<file path="src/rtl/simple_rf2_pkg.sv">
// Shared widths, FSM state type and write-queue entry layout for the
// write-side controller of the 8x6 register file.
package simple_rf2_pkg;

  localparam int unsigned ADDR_W = 3;
  localparam int unsigned DATA_W = 6;
  localparam int unsigned DEPTH  = 8;

  typedef enum logic {
    INIT,
    RUN
  } state_t;

  typedef struct packed {
    logic [ADDR_W-1:0] addr;
    logic [DATA_W-1:0] data;
  } wq_entry_t;

endpackage

</file>
<file path="src/rtl/simple_rf2_wq.sv">
// Small write queue: FIFO of {addr, data} entries with head output and a
// newest-first address-match bypass used to forward queued data to reads.
module simple_rf2_wq
  import simple_rf2_pkg::*;
#(
  parameter int unsigned QDEPTH = 4,
  localparam int unsigned PTR_W = $clog2(QDEPTH),
  localparam int unsigned CNT_W = PTR_W + 1
) (
  input  logic              clk,
  input  logic              reset,
  input  logic              push,
  input  wq_entry_t         push_entry,
  input  logic              pop,
  output wq_entry_t         head,
  output logic              full,
  output logic              empty,
  input  logic [ADDR_W-1:0] match_addr,
  output logic              match_hit,
  output logic [DATA_W-1:0] match_data
);

  wq_entry_t        mem [QDEPTH];
  logic [PTR_W-1:0] head_ptr;
  logic [PTR_W-1:0] tail_ptr;
  logic [CNT_W-1:0] count;
  logic [PTR_W-1:0] idx;

  always_ff @(posedge clk) begin
    if (reset) begin
      head_ptr <= '0;
      tail_ptr <= '0;
      count    <= '0;
    end else begin
      if (push) begin
        mem[tail_ptr] <= push_entry;
        tail_ptr      <= tail_ptr + 1'b1;
      end
      if (pop) begin
        head_ptr <= head_ptr + 1'b1;
      end
      count <= count + CNT_W'(push) - CNT_W'(pop);
    end
  end

  assign full  = (count == CNT_W'(QDEPTH));
  assign empty = (count == '0);
  assign head  = mem[head_ptr];

  // Walk oldest to newest so the last hit (newest entry) wins.
  always_comb begin
    match_hit  = 1'b0;
    match_data = '0;
    idx        = '0;
    for (int unsigned i = 0; i < QDEPTH; i++) begin
      idx = head_ptr + PTR_W'(i);
      if ((CNT_W'(i) < count) && (mem[idx].addr == match_addr)) begin
        match_hit  = 1'b1;
        match_data = mem[idx].data;
      end
    end
  end

endmodule

</file>
<file path="src/rtl/simple_rf2_wr_ctrl.sv">
// Write-side controller owning both RF ports: zero sweep after reset, then
// queued writes drained one per cycle with read forwarding of queued data.
module simple_rf2_wr_ctrl #(
  parameter int unsigned ADDR_W = 3,
  parameter int unsigned DATA_W = 6,
  parameter int unsigned DEPTH  = 8,
  parameter int unsigned QDEPTH = 4
) (
  input  logic              clk,
  input  logic              reset,
  input  logic              wr_valid,
  output logic              wr_ready,
  input  logic [ADDR_W-1:0] wr_addr,
  input  logic [DATA_W-1:0] wr_data,
  input  logic [ADDR_W-1:0] rd_addr,
  output logic [DATA_W-1:0] rd_data,
  output logic              init_done,
  output logic [ADDR_W-1:0] rf_waddr,
  output logic [DATA_W-1:0] rf_din,
  output logic [ADDR_W-1:0] rf_raddr,
  input  logic [DATA_W-1:0] rf_q
);

  import simple_rf2_pkg::*;

  state_t            state;
  logic [ADDR_W-1:0] sweep;
  logic              run;
  logic              push;
  logic              pop;
  logic              q_full;
  logic              q_empty;
  logic              hit;
  logic [DATA_W-1:0] hit_data;
  wq_entry_t         head;
  wq_entry_t         push_entry;

  always_ff @(posedge clk) begin
    if (reset) begin
      state <= INIT;
      sweep <= '0;
    end else if (state == INIT) begin
      sweep <= sweep + 1'b1;
      if (sweep == ADDR_W'(DEPTH - 1)) begin
        state <= RUN;
      end
    end
  end

  // Reset is folded in so outputs read as idle during the reset cycle itself.
  assign run        = (state == RUN) && !reset;
  assign init_done  = run;
  assign wr_ready   = run && !q_full;
  assign push       = wr_valid && wr_ready;
  assign pop        = run && !q_empty;
  assign push_entry = '{addr: wr_addr, data: wr_data};
  assign rf_raddr   = rd_addr;

  simple_rf2_wq #(
    .QDEPTH(QDEPTH)
  ) u_wq (
    .clk        (clk),
    .reset      (reset),
    .push       (push),
    .push_entry (push_entry),
    .pop        (pop),
    .head       (head),
    .full       (q_full),
    .empty      (q_empty),
    .match_addr (rd_addr),
    .match_hit  (hit),
    .match_data (hit_data)
  );

  always_comb begin
    rf_waddr = '0;
    rf_din   = '0;
    rd_data  = '0;
    if (!reset) begin
      if (state == INIT) begin
        rf_waddr = sweep;
      end else begin
        if (q_empty) begin
          rf_waddr = rd_addr;
          rf_din   = rf_q;
        end else begin
          rf_waddr = head.addr;
          rf_din   = head.data;
        end
        rd_data = hit ? hit_data : rf_q;
      end
    end
  end

endmodule
</file>
<file path="config.mk">
export PLATFORM = sky130hd
export DESIGN_NAME = simple_rf2_wr_ctrl
export DESIGN_NICKNAME = d
export VERILOG_FILES = /design/src/rtl/simple_rf2_pkg.sv /design/src/rtl/simple_rf2_wq.sv /design/src/rtl/simple_rf2_wr_ctrl.sv
export SDC_FILE = /design/constraint.sdc
export NUM_CORES = 1
export LEC_CHECK = 0
export BUFFER_PORTS_ARGS = -buffer_cell sky130_fd_sc_hd__buf_4
export CAP_MARGIN = 20
export CORE_MARGIN = 3
export CORE_UTILIZATION = 58
export CTS_CLUSTER_SIZE = 40
export DETAILED_ROUTE_END_ITERATION = 12
export PLACE_DENSITY = 0.8
export SLEW_MARGIN = 40
export SYNTH_ARGS = -nofsm -noshare
export SYNTH_HDL_FRONTEND = slang
export SYNTH_SLANG_ARGS = --single-unit
</file>
<file path="constraint.sdc">
create_clock -name clk -period 3.57 [get_ports clk]
set_input_delay 0.5355 -clock clk [delete_from_list [all_inputs] [get_ports clk]]
set_output_delay 0.5355 -clock clk [all_outputs]
set_load 0.02 [all_outputs]
</file>
==> out/metrics.yaml, run 1 <==
synthesis:
  synth_top_area_share_pct: 33.6
  synth_area_per_cell_um2: 11.2
  syn_inst: 288
  synth_cell_types: 36
  synth_fa_ha_area_share_pct: 4.51
  yosys.area.top_type: "edfxtp_1"
  synthArstFlopShare_pct: 0
  synthTopCellsByArea: "edfxtp_1, mux4_2, dfxtp_1"
  synth_edf_count: 36
  synthSimpleGateAreaFrac_pct: 13.0
  yosysSeqAreaShare_pct: 41.7
  synth_fp_nets: 320
  ys_ff_latch: 49
  netlist_area_um2: 3220
  synth_xor_xnor_area_share_pct: 4.62
  synthMuxAreaShare_pct: 21.5
  yosysWarnings: 0
  synth_top_family_by_area: "multiplexers"
  ys.flop_type: "edfxtp_1"
  synth-compound-area-share_pct: 9.56
timing:
  maxSlewViolCount: 0
  fmax_ghz: 0.293
  finalWorstSetupSlack_ns: 0.157
  slew_headroom_pct: 62.2
  hold_viol_final: 0
  period_needed_ns: 3.41
  setup_violations: 0
  whs_ns: 0.433
  fin_skew_ns: 0.0101
  min_period_over_period_pct: 95.6
  worst_pin_slew_ns: 0.567
pwr:
  power_frac_seq_pct: 58.0
  p_clk_share_pct: 36.0
  combPwrFrac_pct: 6.0
  power_switching_uw: 212
  p_sw_share_pct: 20.0
  peakVddDrop_uv: 266
  internal_power_uw: 849
  power.density_nw_per_um2: 290
  p_leak_nw: 1.27
setup_path:
  critPathMaxStageDelay_ns: 0.51
  r2r_slack_ns: 1.15
  crit_type: "register to output port"
  cp-end-kind: "output port"
  timing.rr.start: "state"
  rr_worst_depth: 9
  cp_max_fo: 37
  cp.required_ns: 3.03
  cp_common_cell: "buf_4"
  reg2reg_to: "u_wq.count[2]"
  cpMaxStageDelayCell: "dfxtp_2"
  cp_top_family: "buffers and inverters"
  crit_path_start_kind: "register"
  path_buf_inv: 3
  path_cells: "buf_6, mux4_1, xor2_1, nor4_4, buf_4, a21oi_1, a221o_1, a31oi_1, buf_4"
  worstPathArrival_ns: 2.88
placed_design:
  place_inst: 380
  io_buffers: 40
  place.gp.congestion: 0.814
  place_hpwl_um: 5020
  dp_slack_ns: 0.215
floorplanning:
  die_y_um: 80.5
  dieArea_um2: 6480
  rows: 26
  core-area_um2: 5240
  start_util_pct: 61.5
  die_x_um: 80.5
  ios: 41
global_routing:
  grt_pass1_wl_um: 10600
  antenna_found_initial: 0
  gr-total-overflow: 0
  grt_usage_pct: 21.7
  grt_pass1_vias: 2136
  grt_max_degree: 38
final_layout:
  syn_to_final_growth_pct: 13.5
  num_antenna_cells: 0
  instances_no_fill: 389
  nets: 350
  drive_above_1_share_pct: 26.3
  nFillCells: 364
job:
  drv_cap: 0
worst_hold_path:
  hold_depth: 1
  min_from: "wr_data[2]"
  min_path_type: "primary input to register"
  min_to: "u_wq.mem[1][2]"
outcome:
  status: "complete, no violations"
cts:
  root_buffer: "clkbuf_8"
  worstSkewPairLatency_ns: 0.30
  tritoncts: "yes"
  cts_max_path_buffers: 2
  htreeDepth: 2
  cts.sinks: 49
  clkTransAtPathRegs_ns: 0.09
  cts_buffers: 5
  holdBufCountCts: 0
detailed_routing:
  avgRoutedWirePerCell_um: 16.6
  routed_via_density: 5.87
  drc: 0
  drtAntennaViolNets: 0
  drtIter0Drc: 137
  dr.pass1.iters: 4
  route.vias.total: 2284
  wirelength_um: 6450
==> cells by family after synthesis <==
logic type,count (synthesis)
buf+inv,33
flops,49
fa+ha+maj,11
xor+xnor,17
simple gates,84
compound gates,49
mux,45
==> registers in the layout, summed over array words and instances (netlist names), named ones only <==
name,flops
u_wq.mem,36
u_wq.tail_ptr,2
u_wq.count,3
sweep,3
state,1
u_wq.head_ptr,2
==> metal layers <==
layer  track usage (%)  wire length [µm]  vias to the layer above  share of wire [%]
li1                  -                 -                     1129                  -
met1              31.2              3050                     1074                 47
met2              33.1              2910                       74                 45
met3              3.81               412                        7                6.4
met4              7.60                74                        0                1.1
met5                 0                 0                        -                  0
==> how the worst max path moves through the flow <==
stage | startpoint | endpoint | cells after the start
3_3_place_gp | u_wq.head_ptr[0] | rd_data[5] | 8
4_1_cts | u_wq.head_ptr[1] | rd_data[3] | 7
6_report | u_wq.head_ptr[0] | rd_data[5] | 9
2_1_floorplan | register | rd_data[1] | 7
3_5_place_dp | u_wq.head_ptr[0] | rd_data[3] | 8
5_1_grt | u_wq.head_ptr[0] | rd_data[2] | 9
==> synth_stat cells, types with 2 or more instances <==
cell type,count
buf_1,2
nand4b_1,6
o21ai_0,14
a221o_1,6
mux2i_1,21
buf_4,3
ha_1,10
inv_1,8
mux4_2,16
xor2_1,11
nor2_1,17
o21ai_1,4
clkbuf_1,10
dfxtp_1,13
mux4_1,2
and3_1,4
buf_6,3
nand2_1,37
xnor2_1,6
a31oi_1,6
buf_2,7
a311oi_1,3
a21oi_1,14
nand2b_1,7
nand3_1,7
edfxtp_1,36
mux2_2,6
==> power groups by stage <==
stage / sequential (mW) / combinational, mW / clock (mW)
floorplan: 0.628 / 0.0321 / 0
global placement: 0.629 / 0.0599 / 0
detailed placement: 0.629 / 0.0631 / 0
CTS: 0.616 / 0.0633 / 0.390
global route: 0.616 / 0.0696 / 0.416
finish: 0.616 / 0.0632 / 0.382
==> worst register-to-register path: cells and delay by family, from the launching register on <==
family | cells | cell delay (ns)
adders and majority gates | 3 | 0.79
and+or+nand+nor | 3 | 0.68
DFF | 1 | 0.56
buffers and inverters | 2 | 0.12
xor gates and xnor gates | 1 | 0.16
==> final cells by class <==
type                            count  area (µm²)  share of cell area [%]
Tap cell                           70        87.6                    2.40
Clock inverter                      3        41.3                    1.13
Inverter                            8        30.0                   0.822
Multi-Input combinational cell    206        1720                    46.9
Timing Repair Buffer               48         368                    10.1
Clock buffer                        5        68.8                    1.88
Sequential cell                    49        1340                    36.8
==> placed cells by master (no fill, tap or decap), types with 2 or more instances in the layout <==
cell and instances:
ha_1 10, a31oi_1 6, and3_1 4, dfxtp_2 2
dfxtp_1 11, mux2i_1 21, nand3_1 7, mux4_1 2
buf_6 2, clkbuf_8 5, a311oi_1 3, xor2_1 11
a221o_1 6, o21ai_0 14, mux4_2 16, buf_4 46
a21oi_1 14, inv_1 8, nand2b_1 7, xnor2_1 6
edfxtp_1 36, nor2_1 16, nand4b_1 6, o21ai_1 4
nand2_1 37, mux2_2 6
==> per-stage QoR <==
stage                     utilization [%]  instance area, µm²  power, mW  setup TNS [ns]
after floorplan                         -                3220      0.660               0
after global placement               67.3                3520      0.689               0
after detailed placement             67.3                3520      0.692               0
after CTS                            69.5                3640       1.07               0
after global routing                 69.8                3650       1.10         -0.0502
final                                69.8                3650       1.06               0
==> repair_timing <==
item,in CTS,in global routing
setup endpoints to repair,6,6
resized for setup,2,4
pin swaps,0,1
setup buffers,0,1
Power figures use the tool's default switching activity.
==> inputs of run 2 (changes only) <==
--- a/config.mk
+++ b/config.mk
@@ -11,7 +11,7 @@
 export CORE_UTILIZATION = 58
 export CTS_CLUSTER_SIZE = 40
 export DETAILED_ROUTE_END_ITERATION = 12
-export PLACE_DENSITY = 0.8
+export PLACE_DENSITY = 0.79
 export SLEW_MARGIN = 40
 export SYNTH_ARGS = -nofsm -noshare
 export SYNTH_HDL_FRONTEND = slang
==> out/metrics.yaml, run 2 (same netlist as run 1, synthesis figures left out) <==
outcome:
  status: "complete, no violations"  # unchanged
cts:
  tritoncts: "yes"  # unchanged
  cts_buffers: 5  # unchanged
  cts.sinks: 49  # unchanged
  root_buffer: "clkbuf_8"  # unchanged
  clkTransAtPathRegs_ns: 0.10  # was 0.09 ns
  worstSkewPairLatency_ns: 0.31  # was 0.30 ns
  htreeDepth: 2  # unchanged
  cts_max_path_buffers: 2  # unchanged
floorplanning:
  die_x_um: 80.5  # unchanged
  rows: 26  # unchanged
  start_util_pct: 61.5  # unchanged
  die_y_um: 80.5  # unchanged
  core-area_um2: 5240  # unchanged
  dieArea_um2: 6480  # unchanged
  ios: 41  # unchanged
detailed_routing:
  avgRoutedWirePerCell_um: 16.2  # was 16.6 µm
  drtIter0Drc: 151  # was 137
  route.vias.total: 2259  # was 2,284
  dr.pass1.iters: 4  # unchanged
  routed_via_density: 5.78  # was 5.87
  wirelength_um: 6350  # was 6450 µm
  drc: 0  # unchanged
  drtAntennaViolNets: 0  # unchanged
global_routing:
  grt_pass1_wl_um: 10700  # was 10,600 µm
  grt_max_degree: 37  # was 38
  antenna_found_initial: 0  # unchanged
  grt_pass1_vias: 2171  # was 2,136
  grt_usage_pct: 21.4  # was 21.7%
  gr-total-overflow: 0  # unchanged
timing:
  period_needed_ns: 3.34  # was 3.41 ns
  hold_viol_final: 0  # unchanged
  setup_tns_ns: 0  # unchanged
  grt_setup_unrepaired: "no"
  min_period_over_period_pct: 93.6  # was 95.6%
  worst_pin_slew_ns: 0.538  # was 0.567 ns
  fmax_ghz: 0.299  # was 0.293 GHz
  finalWorstSetupSlack_ns: 0.228  # was 0.157 ns
  maxSlewViolCount: 0  # unchanged
  slew_headroom_pct: 64.2  # was 62.2%
  fin_skew_ns: 0.0106  # was 0.0101 ns
  setup_violations: 0  # unchanged
final_layout:
  num_antenna_cells: 0  # unchanged
  reg_top3: "u_wq.mem x36, sweep x3, u_wq.count x3"  # unchanged
  nFillCells: 369  # was 364
  fin_util_pct: 70.4  # was 69.8%
  largest_reg_flops: 36  # unchanged
  layout_common_cells: "buf_4, nand2_1, edfxtp_1"  # unchanged
  syn_to_final_growth_pct: 14.5  # was 13.5%
  stdcell_area_um2: 3680  # was 3650 µm²
  final_common_cell: "buf_4"  # unchanged
  regMostFlops: "u_wq.mem"  # unchanged
  instances_no_fill: 391  # was 389
  nets: 352  # was 350
  drive_above_1_share_pct: 26.8  # was 26.3%
setup_path:
  cp.required_ns: 3.03  # about the same
  path_cells: "mux4_1, xor2_1, nor4_4, buf_4, a2111o_1, buf_12, o21ai_1, a31oi_1, buf_4"  # was buf_6, mux4_1, xor2_1, nor4_4, buf_4, a21oi_1, a221o_1, a31oi_1, buf_4
  cp_common_cell: "buf_4"  # unchanged
  path_buf_inv: 3  # unchanged
  crit_type: "register to output port"  # unchanged
  cp_top_family: "compound AO/OA/AOI/OAI gates"  # was buffers and inverters
  cpMaxStageDelayCell: "mux4_1"  # was dfxtp_2
  cp-end-kind: "output port"  # unchanged
  crit_path_start_kind: "register"  # unchanged
  cp_max_fo: 13  # was 37
  critPathMaxStageDelay_ns: 0.59  # was 0.51 ns
  worstPathArrival_ns: 2.81  # was 2.88 ns
worst_hold_path:
  min_path_type: "primary input to register"  # unchanged
pwr:
  peakVddDrop_uv: 260  # was 266 µV
  p_leak_nw: 1.29  # was 1.27 nW
  power.density_nw_per_um2: 297  # was 290 nW/µm²
placed_design:
  place_hpwl_um: 4900  # was 5020 µm
  dp_slack_ns: 0.343  # was 0.215 ns
  dpl_cell_area_um2: 3520  # unchanged
  place_inst: 380  # unchanged
  io_buffers: 40  # unchanged
  place.gp.congestion: 0.811  # was 0.814
job:
  drv_cap: 0  # unchanged
## run 2: per-stage QoR
stage | power (mW) | hold WS (ns)
after global routing | 1.13 | 0.404
final | 1.09 | 0.415
after detailed placement | 0.691 | 0.531
after floorplan | 0.660 | 0.492
after global placement | 0.689 | 0.516
after CTS | 1.10 | 0.415
## run 2: power by group
group	total (mW)	leakage [nW]	internal, mW	switching [mW]
Sequential	0.615	0.431	0.612	0.00336
Clock	0.417	0.0591	0.214	0.203
Combinational	0.0619	0.801	0.0298	0.0321
Total	1.09	1.29	0.856	0.239
## run 2: area by class of cell
class | count | area, µm² | share of cell area, %
clock buffers | 5 | 68.8 | 1.87
clock inverters | 3 | 47.5 | 1.29
inverters | 8 | 30.0 | 0.815
multi-input cells | 206 | 1710 | 46.5
flip-flops and latches | 49 | 1350 | 36.6
well taps | 70 | 87.6 | 2.38
repair buffers | 50 | 392 | 10.6
## run 2: what timing repair did
item                                    CTS  global route
hold buffers                              0             0
pin swaps                                 1             1
gates resized for setup                   1             4
endpoints found under the setup margin    1             6
setup buffers                             2             1
## run 2: worst paths after layout
check | slack [ns] | start | to | cells after the start
min | 0.42 | wr_addr[0] | u_wq.mem[3][6] | 1
max reg2reg | 1.14 | state | u_wq.count[2] | 9
min reg2reg | 0.56 | sweep[2] | sweep[2] | 2
max | 0.23 | u_wq.head_ptr[1] | rd_data[2] | 9
## run 2: per-layer routing
metal	vias to the layer above	GRT usage, %	wire length, µm
li1	1135	-	-
met5	-	0	0
met3	6	3.92	406
met2	66	33.4	2860
met1	1052	31.1	3050
met4	0	5.24	38
